[config.mk]
export PLATFORM = sky130hd
export DESIGN_NAME = legv8_multicycle_ctrl
export DESIGN_NICKNAME = d
export VERILOG_FILES = /design/src/rtl/legv8_pkg.sv /design/src/rtl/legv8_decode.sv /design/src/rtl/legv8_multicycle_ctrl.sv
export SDC_FILE = /design/constraint.sdc
export NUM_CORES = 1
export LEC_CHECK = 0
export ABC_AREA = 1
export CAP_MARGIN = 20
export CORE_MARGIN = 5
export CORE_UTILIZATION = 49
export CTS_BUF_LIST = sky130_fd_sc_hd__clkbuf_4
export CTS_CLUSTER_SIZE = 25
export DETAILED_ROUTE_END_ITERATION = 12
export PLACE_DENSITY_LB_ADDON = 0.1
export SLEW_MARGIN = 30
export SYNTH_ARGS = -nofsm -noshare
export SYNTH_HDL_FRONTEND = slang
export SYNTH_SLANG_ARGS = --single-unit
[constraint.sdc]
create_clock -name CLOCK -period 2.5 [get_ports CLOCK]
set_clock_uncertainty 0.15 [all_clocks]
set_input_delay 0.5 -clock CLOCK [delete_from_list [all_inputs] [get_ports CLOCK]]
set_output_delay 0.5 -clock CLOCK [all_outputs]
set_load 0.05 [all_outputs]
[src/rtl/legv8_pkg.sv]
// Shared constants for the LEGv8 multi-cycle controller: opcodes, FSM state
// encodings, ALU operation classes and instruction classes.
package legv8_pkg;

  typedef enum logic [2:0] {
    ST_IDLE   = 3'd0,
    ST_FETCH  = 3'd1,
    ST_DECODE = 3'd2,
    ST_EXEC   = 3'd3,
    ST_MEM    = 3'd4,
    ST_WB     = 3'd5
  } state_t;

  typedef enum logic [2:0] {
    CL_ILLEGAL = 3'd0,
    CL_RTYPE   = 3'd1,
    CL_LDUR    = 3'd2,
    CL_STUR    = 3'd3,
    CL_B       = 3'd4,
    CL_CBZ     = 3'd5
  } iclass_t;

  localparam logic [1:0] ALUOP_ADD   = 2'b00;
  localparam logic [1:0] ALUOP_PASSB = 2'b01;
  localparam logic [1:0] ALUOP_RTYPE = 2'b10;

  localparam logic [5:0]  OP_B    = 6'b000101;
  localparam logic [7:0]  OP_CBZ  = 8'b10110100;
  localparam logic [10:0] OP_LDUR = 11'b11111000010;
  localparam logic [10:0] OP_STUR = 11'b11111000000;
  localparam logic [10:0] OP_ADD  = 11'b10001011000;
  localparam logic [10:0] OP_SUB  = 11'b11001011000;
  localparam logic [10:0] OP_AND  = 11'b10001010000;
  localparam logic [10:0] OP_ORR  = 11'b10101010000;

  typedef struct packed {
    logic       reg2loc;
    logic       alusrc;
    logic       mem2reg;
    logic [1:0] alu_op;
  } ctrl_t;

  function automatic ctrl_t class_ctrl(input iclass_t c);
    ctrl_t r;
    r = '0;
    case (c)
      CL_LDUR:  begin r.alusrc = 1'b1; r.mem2reg = 1'b1; r.alu_op = ALUOP_ADD; end
      CL_STUR:  begin r.reg2loc = 1'b1; r.alusrc = 1'b1; r.alu_op = ALUOP_ADD; end
      CL_RTYPE: r.alu_op = ALUOP_RTYPE;
      CL_B,
      CL_CBZ:   begin r.reg2loc = 1'b1; r.alu_op = ALUOP_PASSB; end
      default:  r = '0;
    endcase
    return r;
  endfunction

endpackage

[src/rtl/legv8_decode.sv]
// Combinational instruction classifier: maps an instruction word to its class
// and the static datapath control bits for that class.
module legv8_decode
  import legv8_pkg::*;
(
  input  logic [31:0] ir,
  output iclass_t     iclass,
  output ctrl_t       ctrl
);

  // Only the opcode field matters here; the operand fields are the datapath's.
  logic unused_bits;
  assign unused_bits = ^ir[20:0];

  always_comb begin
    iclass = CL_ILLEGAL;
    // Branch encodings are shorter and must win over the 11-bit opcode match.
    if (ir[31:26] == OP_B) begin
      iclass = CL_B;
    end else if (ir[31:24] == OP_CBZ) begin
      iclass = CL_CBZ;
    end else begin
      case (ir[31:21])
        OP_LDUR: iclass = CL_LDUR;
        OP_STUR: iclass = CL_STUR;
        OP_ADD,
        OP_SUB,
        OP_AND,
        OP_ORR:  iclass = CL_RTYPE;
        default: iclass = CL_ILLEGAL;
      endcase
    end
    ctrl = class_ctrl(iclass);
  end

endmodule

[src/rtl/legv8_multicycle_ctrl.sv]
// Multi-cycle LEGv8 sequencer: owns PC and IR, arbitrates one memory port
// between fetch and LDUR/STUR, and drives registered datapath controls.
module legv8_multicycle_ctrl
  import legv8_pkg::*;
#(
  parameter int                  PC_WIDTH = 64,
  parameter logic [PC_WIDTH-1:0] RESET_PC = '0
) (
  input  logic                CLOCK,
  input  logic                RESET_N,
  input  logic [31:0]         MEM_RDATA,
  input  logic                MEM_ACK,
  input  logic                ALU_ZERO,
  input  logic [PC_WIDTH-1:0] BR_TARGET,
  output logic                MEM_REQ,
  output logic                MEM_WE,
  output logic                MEM_SEL_DATA,
  output logic [31:0]         IR,
  output logic [PC_WIDTH-1:0] PC,
  output logic                REG2LOC,
  output logic                ALUSRC,
  output logic                MEM2REG,
  output logic                REGWRITE,
  output logic [1:0]          ALU_OP,
  output logic                RETIRED,
  output logic                ILLEGAL,
  output logic [2:0]          STATE
);

  state_t              state_reg, state_next;
  iclass_t             class_reg;
  ctrl_t               ctrl_reg;
  logic [31:0]         ir_reg;
  logic [PC_WIDTH-1:0] pc_reg, pc_next, pc_plus4;
  logic                retire_next;
  logic                mem_req_reg, mem_we_reg, mem_sel_reg;
  logic                regwrite_reg, retired_reg, illegal_reg;

  iclass_t             dec_class;
  ctrl_t               dec_ctrl;

  // Classify the word arriving on the bus so class and controls land in the
  // same edge as IR and are already valid during DECODE.
  legv8_decode u_decode (
    .ir     (MEM_RDATA),
    .iclass (dec_class),
    .ctrl   (dec_ctrl)
  );

  assign pc_plus4 = pc_reg + PC_WIDTH'(4);

  always_comb begin
    state_next  = state_reg;
    pc_next     = pc_reg;
    retire_next = 1'b0;
    case (state_reg)
      ST_IDLE:   state_next = ST_FETCH;
      ST_FETCH:  if (MEM_ACK) state_next = ST_DECODE;
      ST_DECODE: state_next = ST_EXEC;
      ST_EXEC: begin
        case (class_reg)
          CL_RTYPE: state_next = ST_WB;
          CL_LDUR,
          CL_STUR:  state_next = ST_MEM;
          CL_B: begin
            pc_next     = BR_TARGET;
            retire_next = 1'b1;
            state_next  = ST_FETCH;
          end
          CL_CBZ: begin
            pc_next     = ALU_ZERO ? BR_TARGET : pc_plus4;
            retire_next = 1'b1;
            state_next  = ST_FETCH;
          end
          default: begin
            pc_next     = pc_plus4;
            retire_next = 1'b1;
            state_next  = ST_FETCH;
          end
        endcase
      end
      ST_MEM: begin
        if (MEM_ACK) begin
          if (class_reg == CL_STUR) begin
            pc_next     = pc_plus4;
            retire_next = 1'b1;
            state_next  = ST_FETCH;
          end else begin
            state_next  = ST_WB;
          end
        end
      end
      ST_WB: begin
        pc_next     = pc_plus4;
        retire_next = 1'b1;
        state_next  = ST_FETCH;
      end
      default:   state_next = ST_IDLE;
    endcase
  end

  // Moore outputs are registered from the next state so none of them can
  // follow MEM_ACK combinationally.
  always_ff @(posedge CLOCK or negedge RESET_N) begin
    if (!RESET_N) begin
      state_reg    <= ST_IDLE;
      pc_reg       <= RESET_PC;
      ir_reg       <= '0;
      class_reg    <= CL_ILLEGAL;
      ctrl_reg     <= '0;
      mem_req_reg  <= 1'b0;
      mem_we_reg   <= 1'b0;
      mem_sel_reg  <= 1'b0;
      regwrite_reg <= 1'b0;
      retired_reg  <= 1'b0;
      illegal_reg  <= 1'b0;
    end else begin
      state_reg   <= state_next;
      pc_reg      <= pc_next;
      retired_reg <= retire_next;
      if (state_reg == ST_FETCH && MEM_ACK) begin
        ir_reg    <= MEM_RDATA;
        class_reg <= dec_class;
        ctrl_reg  <= dec_ctrl;
      end
      mem_req_reg  <= (state_next == ST_FETCH) || (state_next == ST_MEM);
      mem_sel_reg  <= (state_next == ST_MEM);
      mem_we_reg   <= (state_next == ST_MEM) && (class_reg == CL_STUR);
      regwrite_reg <= (state_next == ST_WB);
      illegal_reg  <= (state_next == ST_EXEC) && (class_reg == CL_ILLEGAL);
    end
  end

  assign STATE        = state_reg;
  assign PC           = pc_reg;
  assign IR           = ir_reg;
  assign MEM_REQ      = mem_req_reg;
  assign MEM_WE       = mem_we_reg;
  assign MEM_SEL_DATA = mem_sel_reg;
  assign REGWRITE     = regwrite_reg;
  assign RETIRED      = retired_reg;
  assign ILLEGAL      = illegal_reg;
  assign REG2LOC      = ctrl_reg.reg2loc;
  assign ALUSRC       = ctrl_reg.alusrc;
  assign MEM2REG      = ctrl_reg.mem2reg;
  assign ALU_OP       = ctrl_reg.alu_op;

endmodule
==> results of run 1 <==
-- logic make-up (layout without fill, tap and decap cells) --
logic type,after synthesis,count (layout),share of synthesized area [%]
buffers and inverters,114,348,7.17
adders and majority gates,1,1,0.177
and+or+nand+nor,608,608,38.3
AOI/OAI and AO/OA,175,175,13.7
xor gates and xnor gates,5,5,0.621
DFF,113,113,40.1
-- power breakdown --
group | switching (mW) | internal [mW] | total (mW) | leakage [nW]
registers | 1.03 | 2.66 | 3.69 | 1.33
clock network | 0.801 | 0.703 | 1.50 | 0.163
logic | 6.09 | 2.64 | 8.72 | 2.94
total | 7.92 | 6.00 | 13.9 | 4.44
-- area by class of cell --
class | instances | area [µm²] | area share [%]
Multi-Input combinational cell | 789 | 3730 | 38.5
Clock buffer | 17 | 128 | 1.32
Inverter | 80 | 300 | 3.10
Timing Repair Buffer | 236 | 2300 | 23.7
Tap cell | 180 | 225 | 2.33
Clock inverter | 15 | 181 | 1.87
Sequential cell | 113 | 2830 | 29.2
-- stage by stage --
| step | setup WS [ns] | cells | instance area [µm²] | power (mW) | util, % |
|---|---|---|---|---|---|
| global placement | 0.165 | 1397 | 9410 | 12.6 | 67.3 |
| detailed placement | 0.126 | 1397 | 9410 | 12.7 | 67.3 |
| finish | 0.0980 | 1430 | 9690 | 13.9 | 69.2 |
| global route | 0.00932 | 1430 | 9690 | 14.9 | 69.2 |
| CTS | 0.00465 | 1430 | 9660 | 14.0 | 69.1 |
| floorplan | 0.277 | 1016 | 7050 | 9.65 | - |
-- what timing repair did --
action / 4_1_cts / 5_1_grt
resized for setup: 56 / 9
setup buffers: 0 / 0
endpoints found under the hold margin: 35 / 0
endpoints found under the setup margin: 56 / 9
hold buffers: 1 / 0
-- metal layers --
layer	track usage (%)	share of wire (%)
met1	35.5	40
met2	48.8	49
met3	8.84	8.7
met4	9.41	2.5
met5	0	0
-- cells in the mapped netlist, types with 2 or more instances --
| cell type | count |
|---|---|
| nand2_1 | 289 |
| xor2_1 | 3 |
| o21ai_1 | 14 |
| nand2_2 | 13 |
| nand3_2 | 3 |
| inv_2 | 6 |
| a21oi_2 | 7 |
| nor2_4 | 8 |
| dfrtp_1 | 113 |
| buf_6 | 6 |
| a22oi_1 | 9 |
| and2_1 | 2 |
| xnor2_1 | 2 |
| o21bai_1 | 10 |
| a21oi_1 | 99 |
| inv_1 | 74 |
| nor4_1 | 3 |
| a31oi_1 | 3 |
| nand3b_1 | 5 |
| nor2_2 | 19 |
| nor2_1 | 162 |
| clkbuf_1 | 6 |
| nand3_1 | 58 |
| buf_4 | 2 |
| o21ai_0 | 30 |
| nand4_1 | 27 |
| buf_2 | 20 |
| nand2_4 | 4 |
| nor3_1 | 10 |
| or2_2 | 2 |
-- worst min path at each step --
stage	cells after the start	end
global route	3	IR[9]
finish	2	RETIRED
global placement	2	IR[5]
detailed placement	2	IR[14]
CTS	2	RETIRED
floorplan	0	ALUSRC
==> out/results.tsv, run 1 <==
metric	value	unit
yosys.area.top_type_share	40.1	%
vias	7711	
hpwl	18700	µm
setup_tns	0	ns
period_minus_slack	2.40	ns
area_growth	37.3	%
cts_buffers	17	
antenna_left	0	
globalplace.congestion	0.962	
final_cell_mix	nand2_1 (289), nor2_1 (161), clkdlybuf4s50_1 (143)	
cts_max_path_buffers	2	
timing.critical_path.from	IR[28]	
path_cells	clkdlybuf4s50_1	
crit_path_end	IR[28]	
grt_util_all_layers	28.9	%
cts.sinks	113	
antenna_found_initial	0	
grt_pass1_vias	7555	
clk_latency	0.55	ns
worstMarginPinSlew	0.686	ns
io_pins	210	
cp_num_cells	1	
synth_area	7050	µm²
syn_avg_cell_area	6.94	µm²
setup_violations	0	
row_count	43	
root_buffer	clkbuf_4	
drc	0	
start_util	50.4	%
max_freq	416	MHz
critical_path.top_delay_family	buffers and inverters	
ys_top_cells_by_area	dfrtp_1 (40%), nand2_1 (15%), nor2_1 (8.6%), a21oi_1 (7.0%), nand3_1 (4.1%)	
holdWs	0.301	ns
worst-path-max-fanout	2	
synth_nets	1117	
core_area	14000	µm²
rsz0062_at_grt	no	
detail_route.iter0.violations	581	
cts_tree	done	
drt-total-wl	23900	µm
synth_cells	1016	
synth.distinct_cells	37	
cts.clk_slew.worst_paths	0.11	ns
die_h	130	µm
synth-async-reset-ratio	100	%
maxCapViolations	0	
worstSetupEndpointType	output port	
dr.pass1.iters	5	
num_antenna_cells	0	
peakVddDrop	0.877	mV
slowest_stage	clkdlybuf4s50_1	
io_buffers	209	
cp-start-kind	flip-flop	
die_w	130	µm
netlist.top_cell.by_area	dfrtp_1	
synth-seq-cells	113	
dieArea	16900	µm²
synth_edf_count	0	
drv_slew	0	
fill_cells	1244	
largest_reg_flops	64	
hold_violations	0	
leakage	4.44	nW
slew_headroom	54.2	%
path_class	reg2out	
period_share	96.1	%
timing.critical_path.buf_inv	1	
nets	1338	
ys_seq_area_share	40.1	%
yosysWarnings	0	
worstPathRequired	1.85	ns
max_stage_delay	0.82	ns
viasPerCell	5.39	
power_density	1440	nW/µm²
grt_start_max_net_pins	47	
drive_above_1_share	10.1	%
arrival	1.75	ns
overflow	0	
avgRoutedWirePerCell	16.7	µm
grt_pass1_wl	38200	µm
htreeDepth	4	
holdCritPathClass	in2async	
final_common_cell	nand2_1	
r2r-end	PC[44]	
status	completed	
r2r-start	PC[2]	
synth_ff_type	dfrtp_1	
reg2reg_depth	12	
r2r_slack	0.36	ns
Note: power is estimated with default switching activity, not from simulation.
==> run 2, diff against run 1 <==
HOLD_SLACK_MARGIN = 0.12   (was unset)
RECOVER_POWER = 25   (was unset)
==> out/results.tsv, run 2 (same netlist as run 1, synthesis figures left out) <==
metric	value	unit	change
power_density	1440	nW/µm²	+0.14%
antenna_found_initial	0		unchanged
r2r-start	PC[2]		
fill_cells	1244		unchanged
post-cts-setup-buffer-count	0		unchanged
status	completed		
htreeDepth	4		unchanged
worstSetupEndpointType	output port		
max_stage_delay	0.82	ns	about the same
vias	7715		+0.052%
hold-path-endpoint	IR[6]		
holdCritPathClass	in2reg		
drt-total-wl	23900	µm	about the same
avgRoutedWirePerCell	16.7	µm	about the same
drc	0		unchanged
die_h	130	µm	unchanged
layout_setup_ws	0.0962	ns	-0.00175 ns
reg2reg_depth	12		unchanged
nets	1338		unchanged
dieArea	16900	µm²	unchanged
cts_buffers	17		unchanged
cts.sinks	113		unchanged
peakVddDrop	0.877	mV	about the same
drive_above_1_share	9.92	%	-0.16 points
max_freq	416	MHz	about the same
slew_headroom	29.2	%	-25 points
cts_tree	done		
drv_slew	0		unchanged
hpwl	18700	µm	unchanged
worst-path-max-fanout	2		unchanged
r2r_slack	0.39	ns	+0.03 ns
globalplace.congestion	0.962		unchanged
setup_violations	0		unchanged
dr.pass1.iters	5		unchanged
start_util	50.4	%	unchanged
period_minus_slack	2.40	ns	+0.00175 ns
arrival	1.75	ns	about the same
preCtsSetupSlack	0.126	ns	unchanged
combPwrFrac	62.7	%	about the same
maxCapViolations	0		unchanged
worstMarginPinSlew	1.06	ns	+0.376 ns
worstPathRequired	1.85	ns	about the same
critical_path.top_delay_family	buffers and inverters		
final_cell_mix	nand2_1 (289), nor2_1 (161), clkdlybuf4s50_1 (143)		
whs_path_depth	3		
rsz0062_at_grt	no		
antenna_left	0		unchanged
row_count	43		unchanged
leakage	4.43	nW	-0.18%
detail_route.iter0.violations	578		-0.52%
hold_violations	0		unchanged
grt_pass1_vias	7555		unchanged
cp-start-kind	flip-flop		
area_growth	37.2	%	
cts_max_path_buffers	2		unchanged
largest_reg_flops	64		unchanged
timing.critical_path.buf_inv	1		unchanged
p_switching	7.93	mW	about the same
io_buffers	209		unchanged
slowest_stage	clkdlybuf4s50_1		
r2r-end	PC[44]		
final_common_cell	nand2_1		
viasPerCell	5.40		about the same
die_w	130	µm	unchanged
netSwitchingFraction	56.9	%	about the same
clk_latency	0.55	ns	about the same
path_cells	clkdlybuf4s50_1		
cts.clk_slew.worst_paths	0.12	ns	about the same
grt_start_max_net_pins	47		unchanged
p_seq_share	26.5	%	about the same
overflow	0		unchanged
hp-start	MEM_RDATA[6]		
root_buffer	clkbuf_4		
setup_tns	0	ns	unchanged
path_class	reg2out		
grt_pass1_wl	38200	µm	unchanged
core_area	14000	µm²	unchanged
internal_power	6.00	mW	about the same
grt_util_all_layers	28.9	%	unchanged
clockPowerShare	10.8	%	about the same
io_pins	210		unchanged
num_antenna_cells	0		unchanged
period_share	96.2	%	about the same
run 2: cell count changes in the layout (fill, tap and decap cells not counted):
cell	before	now
clkbuf_1	0	2
buf_4	23	20
clkbuf_2	0	1
run 2: how the worst max path moves through the flow:
stage	from	end	slack, ns	cells past startpoint
floorplan	PC[2]	PC[42]	0.28	12
finish	IR[28]	IR[28]	0.1	1
global placement	MEM_ACK	PC[55]	0.16	8
detailed placement	MEM_ACK	PC[36]	0.13	8
CTS	PC[11]	PC[11]	0.005	1
global route	ALUSRC	ALUSRC	0.009	1
run 2: final cells by class:
| class | instances | area, µm² | share of cell area [%] |
|---|---|---|---|
| Clock buffer | 17 | 128 | 1.32 |
| Clock inverter | 15 | 181 | 1.88 |
| Timing Repair Buffer | 236 | 2290 | 23.6 |
| Inverter | 80 | 300 | 3.10 |
| Sequential cell | 113 | 2830 | 29.2 |
| Tap cell | 180 | 225 | 2.33 |
| Multi-Input combinational cell | 789 | 3730 | 38.5 |
run 2: stage by stage:
step | hold slack, ns | std cells | cell area [µm²] | power (mW) | util, %
finish | 0.328 | 1430 | 9680 | 13.9 | 69.2
global route | 0.293 | 1430 | 9680 | 14.9 | 69.2
CTS | 0.289 | 1430 | 9660 | 14.0 | 69.1
detailed placement | 0.308 | 1397 | 9410 | 12.7 | 67.3
global placement | 0.302 | 1397 | 9410 | 12.6 | 67.3
floorplan | 0.0544 | 1016 | 7050 | 9.65 | -
run 2: power groups by stage:
stage	sequential (mW)	combinational [mW]	clock, mW
after floorplan	6.26	3.39	0
after global placement	3.71	8.90	0
after detailed placement	3.72	9.02	0
after CTS	3.68	8.76	1.53
after global routing	3.83	9.40	1.63
final	3.69	8.72	1.51
run 2: timing repair:
action,CTS,global route
pin swaps,0,0
gates resized for setup,56,9
hold buffers,1,0
endpoints found under the setup margin,56,9
hold endpoints to repair,35,0
run 2: routing by layer:
| metal | part of all wire (%) | track usage [%] |
|---|---|---|
| met1 | 39 | 35.5 |
| met2 | 49 | 48.8 |
| met3 | 9.5 | 8.84 |
| met4 | 2.5 | 9.41 |
| met5 | 0 | 0 |
==> run 3, diff against run 2 <==
SLEW_MARGIN = 20   (was 30)
==> results of run 3 <==
The final DEF is identical to that of run 2; final timing and power are the same.
